--- src/rtl/tx_arbiter.sv ---
// Round-robin arbiter that shares one four-phase push-synchronizer transmitter
// between NUM_SRC requesters, with a completion watchdog and transfer counter.
module tx_arbiter #(
  parameter int unsigned DATA_WIDTH = 8,
  parameter int unsigned NUM_SRC    = 4,
  parameter int unsigned TIMEOUT    = 255
) (
  input  logic                          clk,
  input  logic                          reset,
  input  logic [NUM_SRC-1:0]            src_valid,
  input  logic [NUM_SRC*DATA_WIDTH-1:0] src_data,
  output logic [NUM_SRC-1:0]            src_grant,
  output logic                          tx_v,
  output logic [DATA_WIDTH-1:0]         tx_data,
  input  logic                          tx_done,
  input  logic                          tx_ready,
  output logic                          busy,
  output logic                          timeout,
  output logic                          err,
  output logic [15:0]                   xfer_count
);

  localparam int unsigned PTR_W = (NUM_SRC > 1) ? $clog2(NUM_SRC) : 1;
  localparam int unsigned WD_W  = 16;
  localparam logic [WD_W-1:0]  WD_LAST  = WD_W'(TIMEOUT - 1);
  localparam logic [PTR_W-1:0] LAST_SRC = PTR_W'(NUM_SRC - 1);

  typedef enum logic [1:0] {IDLE, ISSUE, WAIT_DONE, WAIT_READY} state_t;

  state_t                state;
  logic [PTR_W-1:0]      ptr;
  logic [WD_W-1:0]       wdog;
  logic [PTR_W-1:0]      win_idx;
  logic                  win_found;
  logic [PTR_W:0]        cand;
  logic [DATA_WIDTH-1:0] win_data;

  // First pending source at or above ptr, wrapping past NUM_SRC-1.
  always_comb begin
    win_found = 1'b0;
    win_idx   = '0;
    cand      = '0;
    for (int unsigned k = 0; k < NUM_SRC; k++) begin
      cand = {1'b0, ptr} + (PTR_W+1)'(k);
      if (cand >= (PTR_W+1)'(NUM_SRC)) cand = cand - (PTR_W+1)'(NUM_SRC);
      if (!win_found && src_valid[cand[PTR_W-1:0]]) begin
        win_found = 1'b1;
        win_idx   = cand[PTR_W-1:0];
      end
    end
  end

  always_comb begin
    win_data = '0;
    for (int unsigned i = 0; i < NUM_SRC; i++) begin
      if (win_idx == PTR_W'(i)) win_data = src_data[i*DATA_WIDTH +: DATA_WIDTH];
    end
  end

  // Sequencer; grant and tx_v are raised on the arbitration edge so they sit in ISSUE.
  always_ff @(posedge clk or negedge reset) begin
    if (!reset) begin
      state      <= IDLE;
      ptr        <= '0;
      wdog       <= '0;
      tx_v       <= 1'b0;
      tx_data    <= '0;
      src_grant  <= '0;
      busy       <= 1'b0;
      timeout    <= 1'b0;
      err        <= 1'b0;
      xfer_count <= '0;
    end else begin
      tx_v      <= 1'b0;
      src_grant <= '0;
      timeout   <= 1'b0;
      case (state)
        IDLE: begin
          if (tx_ready && win_found) begin
            state     <= ISSUE;
            tx_data   <= win_data;
            tx_v      <= 1'b1;
            src_grant <= NUM_SRC'(1) << win_idx;
            ptr       <= (win_idx == LAST_SRC) ? '0 : win_idx + PTR_W'(1);
            busy      <= 1'b1;
          end
        end
        ISSUE: begin
          state <= WAIT_DONE;
          wdog  <= '0;
        end
        WAIT_DONE: begin
          // Completion beats a coincident watchdog expiry.
          if (tx_done) begin
            state <= WAIT_READY;
            wdog  <= '0;
            if (xfer_count != 16'hFFFF) xfer_count <= xfer_count + 16'd1;
          end else if (wdog == WD_LAST) begin
            timeout <= 1'b1;
            err     <= 1'b1;
            wdog    <= '0;
          end else begin
            wdog <= wdog + WD_W'(1);
          end
        end
        WAIT_READY: begin
          if (tx_ready) begin
            state <= IDLE;
            busy  <= 1'b0;
          end
        end
        default: begin
          state <= IDLE;
          busy  <= 1'b0;
        end
      endcase
    end
  end

endmodule

--- config.mk ---
export PLATFORM = sky130hd
export DESIGN_NAME = tx_arbiter
export DESIGN_NICKNAME = d
export VERILOG_FILES = /design/src/rtl/tx_arbiter.sv
export SDC_FILE = /design/constraint.sdc
export NUM_CORES = 1
export LEC_CHECK = 0
export CORE_MARGIN = 5
export CORE_UTILIZATION = 49
export DETAILED_ROUTE_END_ITERATION = 7
export PLACE_DENSITY = 0.88
export SYNTH_ARGS = -nofsm -noshare
export SYNTH_HDL_FRONTEND = slang
export SYNTH_SLANG_ARGS = --single-unit
--- constraint.sdc ---
create_clock -name clk -period 2.8 [get_ports clk]
set_input_delay 0.28 -clock clk [delete_from_list [all_inputs] [get_ports clk]]
set_output_delay 0.28 -clock clk [all_outputs]
set_load 0.005 [all_outputs]
==> impl_metrics.ini, run 1 <==
[run_status]
status = finished clean

[synth]
synth_cell_types = 50
ys.flop_type = dfrtp_1
synth_cells = 299
synth.avg_cell_area_sq_um = 9.650
synth-async-reset-ratio_pct = 100.0
synth_edf_count = 0
synth_nets = 349
ys.warnings.count = 0
synth-seq-cells = 52
ys_seq_area_share_pct = 45.10
syn_area_sq_um = 2885

[route]
vias = 2481
drc = 0
drt-total-wl_um = 6739
drtIter0Drc = 151
detail_route.wl_per_cell_um = 15.18
post_drt_via_cell_ratio = 5.588
drt-pass1-iter-count = 4
ant_nets = 0

[placement]
routabilityCongestion = 0.8203
pre_cts_ws_ns = 0.2654
numPortBuffers = 71
dp_hpwl_um = 5049

[power]
switching_share_pct = 36.02
p_sw_mw = 0.9432
clkPwrFrac_pct = 15.7
p_leak_nw = 1.621
power.internal_mw = 1.675
vdd_drop_max_v = 0.0004395
seqPwrFrac_pct = 39.6
power_frac_comb_pct = 44.7
p_per_area_nw_per_um2 = 701.1

[job]
cap_violations = 0

[worst_setup_path]
slowest_delay_ns = 0.47
crit_required_ns = 2.95
endpoint_kind = flip-flop
rr_worst_depth = 10
crit_buf_inv = 2
critPathTopFamily = compound AO/OA/AOI/OAI gates
path_cells = mux2i_1 > nor2_1 > nor3_1 > inv_1 > ha_1 > nor2b_1 > buf_4 > a221oi_1 > a211o_1 > a31oi_1
worstPathArrival_ns = 2.41
critPathMaxFanout = 7
worst_path_max_delay_cell = dfrtp_1
start_kind = flip-flop
cp.depth = 10
worstSetupPathType = flip-flop to flip-flop

[finish]
mostFrequentLayoutCells = clkdlybuf4s50_1, dfrtp_1, nor2_1
antenna_cells = 0
drive_above_1_share_pct = 5.962
nets = 419
area_growth_pct = 29.44
seqCellArea_sq_um = 1301
mostFrequentLayoutCell = clkdlybuf4s50_1
multi_input_area_sq_um = 1430
nFillCells = 492

[timing]
fin_crit_sh_pct = 80.64
layout_min_cycle_time_ns = 2.258
final-hold-violation-count = 0
slew_violations = 0
clock.fmax_mhz = 442.9
setup_viol = 0
worst_pin_slew_ns = 0.8125
rsz0062_at_grt = false
tns_ns = 0
relSlewSlack_pct = 45.83
fin_ws_ns = 0.5420
finalClockSkew_ns = 0.007117

[floorplanning]
num_rows = 28
coreArea_sq_um = 5816
die_area_sq_um = 7523
io_pins = 72
start_util_pct = 49.61
fp.dieH_um = 86.74
dieWidth_um = 86.74

[global_routing]
grt_pass1_wl_um = 11160
overflow = 0
grt_use_total_pct = 18.67
grt_pass1_vias = 2375
antenna_found_initial = 0
grt_max_degree = 28

[cts]
ctsHoldBuffers = 1
cts_tree = done
ctsResizeCount = 0
numClockSinks = 52
postCtsSetupBuffers = 0
cts.htree.levels = 2
clk_latency_ns = 0.31
cts_root_buf = clkbuf_8
path_clk_slew_ns = 0.09
numCtsBuffers = 5
clock_path_buffers = 2

[worst_hold_path]
hold_depth = 1
hp-class = flip-flop to flip-flop
[worst reg2reg max path: stages, from the launching register on]
cell and delay [ns]:
dfrtp_1 0.47, mux2i_1 0.21, nor2_1 0.05, nor3_1 0.23, inv_1 0.11, ha_1 0.23, nor2b_1 0.13, buf_4 0.15
a221oi_1 0.27, a211o_1 0.16, a31oi_1 0.09
[layout make-up]
| type | count | area share, % |
|---|---|---|
| Inverter | 19 | 1.910 |
| Clock buffer | 6 | 1.943 |
| Sequential cell | 52 | 34.84 |
| Tap cell | 75 | 2.513 |
| Clock inverter | 1 | 0.1340 |
| Multi-Input combinational cell | 213 | 38.29 |
| Timing Repair Buffer | 78 | 20.37 |
[path summary, 6_finish.rpt]
check | start | to | slack [ns]
max | ptr[1] | tx_data[0] | 0.54
min | err | err | 0.47
max reg2reg | ptr[1] | tx_data[0] | 0.54
min reg2reg | err | err | 0.47
max in group asynchronous | reset | xfer_count[4] | 1.52
min in group asynchronous | reset | tx_data[6] | 0.51
[registers in the layout, indices dropped and copies added, names as in the netlist]
register / cells
busy: 1
src_grant: 4
timeout: 1
tx_v: 1
wdog: 16
err: 1
tx_data: 8
ptr: 2
xfer_count: 16
state: 2
[stage by stage]
| step | total power, mW | cells | util [%] | hold slack [ns] | instance area (sq um) |
|---|---|---|---|---|---|
| after floorplan | 1.731 | 299 | - | -0.01559 | 2885 |
| after global placement | 2.166 | 436 | 62.72 | 0.3233 | 3647 |
| after detailed placement | 2.217 | 436 | 62.72 | 0.3334 | 3647 |
| after CTS | 2.631 | 444 | 64.22 | 0.4745 | 3735 |
| after global routing | 2.809 | 444 | 64.22 | 0.4872 | 3735 |
| final | 2.619 | 444 | 64.22 | 0.4677 | 3735 |
[logic make-up (layout without fill, tap and decap cells)]
group                    count (synthesis)  after routing  synth area share [%]
AND/OR/NAND/NOR                        125            125                 24.02
flip-flops                              52             52                 45.10
AO/OA/AOI/OAI                           50             50                 12.14
buffers and inverters                   34            104                 5.334
XOR/XNOR                                22             22                 6.678
adder cells (fa/ha/maj)                 10             10                 4.337
multiplexers                             6              6                 2.385
[per-layer routing]
metal / global-route usage [%] / vias to the layer above / share of wire [%]
met4: 6.941 / 0 / 1.9
li1: - / 1206 / -
met3: 3.422 / 10 / 6.1
met2: 31.85 / 77 / 50
met5: 0 / - / 0
met1: 23.52 / 1188 / 42
[synth_stat cells (all sizes together) (8+ instances only)]
master,number,area [sq um]
inv,19,71.32
a21oi,13,65.06
clkbuf,8,30.03
ha,10,125.1
dfrtp,52,1301
xor2,11,96.34
nand3,9,45.04
nand2,25,93.84
nor2,30,115.1
nor4,9,62.56
xnor2,11,96.34
a31oi,8,50.05
nand4,13,96.34
[power by group through the flow]
stage	Combinational, mW	Clock [mW]	Sequential [mW]
after floorplan	0.695	0	1.04
after global placement	1.12	0	1.04
after detailed placement	1.17	0	1.05
after CTS	1.18	0.416	1.04
after global routing	1.30	0.451	1.06
final	1.17	0.411	1.04
Power figures use the tool's default switching activity.
==> inputs of run 2 (changes only) <==
Clock period 2.8 ns to 2.16 ns, I/O delays scaled along.
==> run 2 against run 1 <==
Compared with the run above:
- clock skew up 0.0015 ns
- clock-buffer cell count unchanged
- cell count up 3.4%
- via count up 3.0%
- clock power up 41%
- global-route usage up 1.0 points
- sequential power up 30%
- sequential cell count unchanged
- largest cell class unchanged
- first-iteration DRC count down 9.9%
- routed wire length up 6.1%
- maximum frequency up 9.2%
==> impl_metrics.ini, run 2 (same netlist as run 1, synthesis figures left out) <==
[route]
route.met2.wl_um = 3683
top_layer_used = met4
drt-pass1-iter-count = 4
vias = 2555
ant_nets = 0
met1Wirelength_um = 2962
detail_route.wl_per_cell_um = 15.58
drt-total-wl_um = 7151
wl_met3_um = 387
post_drt_via_cell_ratio = 5.566
drc = 0
drtIter0Drc = 136

[global_routing]
grt_pass1_vias = 2545
grt_use_total_pct = 19.68
antenna_found_initial = 0
overflow = 0
grt_pass1_wl_um = 11830
grt_max_degree = 23

[placement]
numPortBuffers = 71
pre_cts_ws_ns = -0.2617
dp_hpwl_um = 5275
routabilityCongestion = 0.7857
dp_cells = 448

[power]
seqPwrFrac_pct = 37.3
switching_share_pct = 35.62
vdd_drop_max_v = 0.0005773
power.internal_mw = 2.335
p_per_area_nw_per_um2 = 927.5
p_sw_mw = 1.292
clkPwrFrac_pct = 16.0
fin_total_pwr_mw = 3.626
power_frac_comb_pct = 46.7
p_leak_nw = 1.721

[worst_setup_path]
cp.depth = 8
crit_buf_inv = 1
rrSetupSlack_ns = 0.09
startpoint = ptr[1]
rr_endpoint = tx_data[7]
slowest_delay_ns = 0.45
worstPathArrival_ns = 2.31
crit_required_ns = 2.40
critPathMaxFanout = 17
path_cells = a21oi_1 > o21a_1 > o22a_1 > buf_4 > ha_2 > a221oi_1 > a211o_1 > a31oi_2
critPathTopFamily = compound AO/OA/AOI/OAI gates
worstSetupPathType = flip-flop to flip-flop
crit_path_end = tx_data[7]
reg2reg_from = ptr[1]
start_kind = flip-flop
rr_worst_depth = 8
worst_path_max_delay_cell = dfrtp_2
endpoint_kind = flip-flop

[timing]
fin_crit_sh_pct = 95.74
setup_viol = 0
relSlewSlack_pct = 64.62
fin_ws_ns = 0.09192
slew_violations = 0
worst_pin_slew_ns = 0.5258
final-hold-violation-count = 0
finalClockSkew_ns = 0.008591
clock.fmax_mhz = 483.5
layout_min_cycle_time_ns = 2.068

[cts]
clock_path_buffers = 2
cts_tree = done
cts_root_buf = clkbuf_8
cts.htree.levels = 2
clk_latency_ns = 0.31
path_clk_slew_ns = 0.09
numClockSinks = 52
numCtsBuffers = 5

[finish]
reg_top3 = wdog: 16 flops, xfer_count: 16 flops, tx_data: 8 flops
fin_cells = 459
multi_input_area_sq_um = 1475
mostFrequentLayoutCells = clkdlybuf4s50_1, dfrtp_1, nor2_1
mostFrequentLayoutCell = clkdlybuf4s50_1
final_core_util_pct = 67.23
nets = 433
antenna_cells = 0
drive_above_1_share_pct = 13.02
area_growth_pct = 35.52
nFillCells = 474
seqCellArea_sq_um = 1303

[floorplanning]
coreArea_sq_um = 5816
fp.dieH_um = 86.74
die_area_sq_um = 7523
start_util_pct = 49.61
num_rows = 28
dieWidth_um = 86.74
io_pins = 72

[run_status]
status = finished clean

[job]
cap_violations = 0

[worst_hold_path]
hp-class = input port to async pin
-- run 2: per-layer routing --
layer	GRT usage, %	up-vias
met5	0	-
li1	-	1233
met1	24.48	1240
met3	4.087	9
met4	5.949	0
met2	34.28	73
-- run 2: how the worst min path moves through the flow --
| stage | cells after the start | slack, ns | endpoint |
|---|---|---|---|
| 2_1_floorplan | 0 | -0.08 | busy |
| 3_3_place_gp | 1 | 0.21 | xfer_count[0] |
| 3_5_place_dp | 1 | 0.23 | xfer_count[0] |
| 4_1_cts | 2 | 0.43 | xfer_count[7] |
| 5_1_grt | 2 | 0.46 | xfer_count[15] |
| 6_report | 2 | 0.41 | tx_data[3] |
-- run 2: power by group through the flow --
stage | clock [mW] | sequential, mW | combinational (mW)
global route | 0.633 | 1.39 | 1.85
global placement | 0 | 1.35 | 1.54
finish | 0.581 | 1.35 | 1.69
detailed placement | 0 | 1.37 | 1.60
floorplan | 0 | 1.34 | 0.901
CTS | 0.591 | 1.35 | 1.60
-- run 2: timing repair --
action / in CTS / in global routing
setup endpoints to repair: 0 / 8
hold buffers: 1 / 0
resized for setup: 0 / 16
endpoints found under the hold margin: 20 / 0
buffers inserted: 0 / 2
-- run 2: through the flow --
stage                     hold slack [ns]  TNS [ns]  cell area [sq um]
after floorplan                  -0.07959         0               2885
after global placement             0.2144    -1.144               3737
after detailed placement           0.2268    -1.911               3737
after CTS                          0.4273         0               3840
after global routing               0.4579  -0.01809               3910
final                              0.4101         0               3910
-- run 2: area by class of cell --
type	count	share of cell area, %
Sequential cell	52	33.31
Clock buffer	6	2.112
Multi-Input combinational cell	213	37.73
Tap cell	75	2.400
Inverter	19	1.824
Clock inverter	2	0.2560
Timing Repair Buffer	92	22.37
==> inputs of run 3 (changes only) <==
Clock period 2.16 ns to 2.21 ns, I/O delays scaled along.
==> run 3 against run 2 <==
Compared with the run above:
- core utilization decreased by 0.47 points
- cell area decreased by 0.70%
- via count increased by 0.78%
- non-clock buffer count decreased by 3
- sequential share of layout area increased by 0.24 points
- critical endpoint is now tx_data[2]
- critical path depth increased by 2
- cell count decreased by 0.65%
- sequential cell count unchanged
- sequential power about the same
- first-iteration DRC count increased by 39%
==> impl_metrics.ini, run 3 (same netlist as run 1, synthesis figures left out) <==
[run_status]
status = finished clean

[route]
post_drt_via_cell_ratio = 5.647
met1Wirelength_um = 2899
route.met2.wl_um = 3539
drt-total-wl_um = 6985
ant_nets = 0
drc = 0
drtIter0Drc = 189
top_layer_used = met4
drt-pass1-iter-count = 4
wl_met3_um = 415
vias = 2575
detail_route.wl_per_cell_um = 15.32

[worst_setup_path]
endpoint_kind = flip-flop
crit_path_end = tx_data[2]
rrSetupSlack_ns = 0.13
worstSetupPathType = flip-flop to flip-flop
rr_worst_depth = 10
worstPathArrival_ns = 2.29
crit_required_ns = 2.41
rr_endpoint = tx_data[2]
start_kind = flip-flop
reg2reg_from = ptr[1]
startpoint = ptr[1]
critPathMaxFanout = 7

[finish]
mostFrequentLayoutCells = clkdlybuf4s50_1, dfrtp_1, nor2_1
mostFrequentLayoutCell = clkdlybuf4s50_1
reg_top3 = wdog: 16 flops, xfer_count: 16 flops, tx_data: 8 flops
drive_above_1_share_pct = 11.29
nets = 430
antenna_cells = 0
final_area_sq_um = 3882
area_growth_pct = 34.56
nFillCells = 467

[cts]
numCtsBuffers = 5
cts_root_buf = clkbuf_8
clk_latency_ns = 0.31
cts_tree = done
cts.htree.levels = 2
clock_path_buffers = 2
path_clk_slew_ns = 0.09
numClockSinks = 52

[power]
vdd_drop_max_v = 0.0005662
p_leak_nw = 1.716
p_per_area_nw_per_um2 = 925.1

[timing]
worst_pin_slew_ns = 0.6608
layout_min_cycle_time_ns = 2.084
slew_violations = 0
relSlewSlack_pct = 55.94
fin_crit_sh_pct = 94.31
final-hold-violation-count = 0
hold_ws_ns = 0.01794
setup_viol = 0
clock.fmax_mhz = 479.8
finalClockSkew_ns = 0.004900

[floorplanning]
io_pins = 72
dieWidth_um = 86.74
start_util_pct = 49.61
num_rows = 28
fp.dieH_um = 86.74
die_area_sq_um = 7523
coreArea_sq_um = 5816

[placement]
dp_hpwl_um = 5165
numPortBuffers = 71
routabilityCongestion = 0.8003
placed_area_sq_um = 3722

[global_routing]
antenna_found_initial = 0
grt_pass1_wl_um = 11900
overflow = 0
grt_pass1_vias = 2560
grt_use_total_pct = 19.86
grt_max_degree = 53

[job]
cap_violations = 0

[worst_hold_path]
hp-class = input port to async pin
[run 3: through the flow]
step	setup slack (ns)	setup TNS (ns)	util, %	power (mW)	std cells
6_report	0.1257	0	66.76	3.592	456
5_1_grt	-0.001808	-0.001808	66.76	3.830	456
3_3_place_gp	-0.1163	-0.7926	64.01	2.818	446
2_1_floorplan	0.07179	0	-	2.193	299
3_5_place_dp	-0.2225	-1.547	64.01	2.897	446
4_1_cts	0.02899	0	65.86	3.564	454
[run 3: final cells by class]
class	count	area [sq um]	area share [%]
Multi-Input combinational cell	213	1461	37.64
Inverter	19	71.32	1.837
Clock inverter	2	35.03	0.9024
Sequential cell	52	1303	33.55
Clock buffer	6	72.57	1.869
Tap cell	75	93.84	2.417
Timing Repair Buffer	89	845.8	21.79
[run 3: worst min path at each step]
| stage | slack, ns | depth (start not counted) | end |
|---|---|---|---|
| 3_5_place_dp | 0.39 | 2 | xfer_count[0] |
| 4_1_cts | 0.05 | 2 | tx_data[3] |
| 5_1_grt | 0.09 | 2 | tx_data[3] |
| 6_report | 0.02 | 2 | tx_data[3] |
| 2_1_floorplan | -0.07 | 0 | busy |
| 3_3_place_gp | 0.37 | 2 | src_grant[1] |
[run 3: report_power, final]
part	total, mW	internal (mW)	switching (mW)
logic	1.61	0.857	0.754
registers	1.32	1.15	0.172
clock network	0.660	0.337	0.324
[run 3: repair_timing]
item / 4_1_cts / 5_1_grt
gates resized for setup: 0 / 10
buffers inserted: 0 / 2
hold buffers: 0 / 0
setup endpoints to repair: 0 / 8
[run 3: layer usage]
metal,global-route usage (%),vias up
li1,-,1229
met1,24.27,1250
met2,34.70,85
met3,4.183,11
met4,6.657,0
met5,0,-
[run 3: worst max-delay path, cell delays in order (launching register included)]
cell	delay (ns)
dfrtp_2	0.43
mux2i_1	0.20
nor2_1	0.06
nor3_2	0.19
inv_1	0.09
ha_1	0.21
nor2b_2	0.15
buf_4	0.16
a221oi_1	0.26
a211o_1	0.15
a31oi_1	0.07
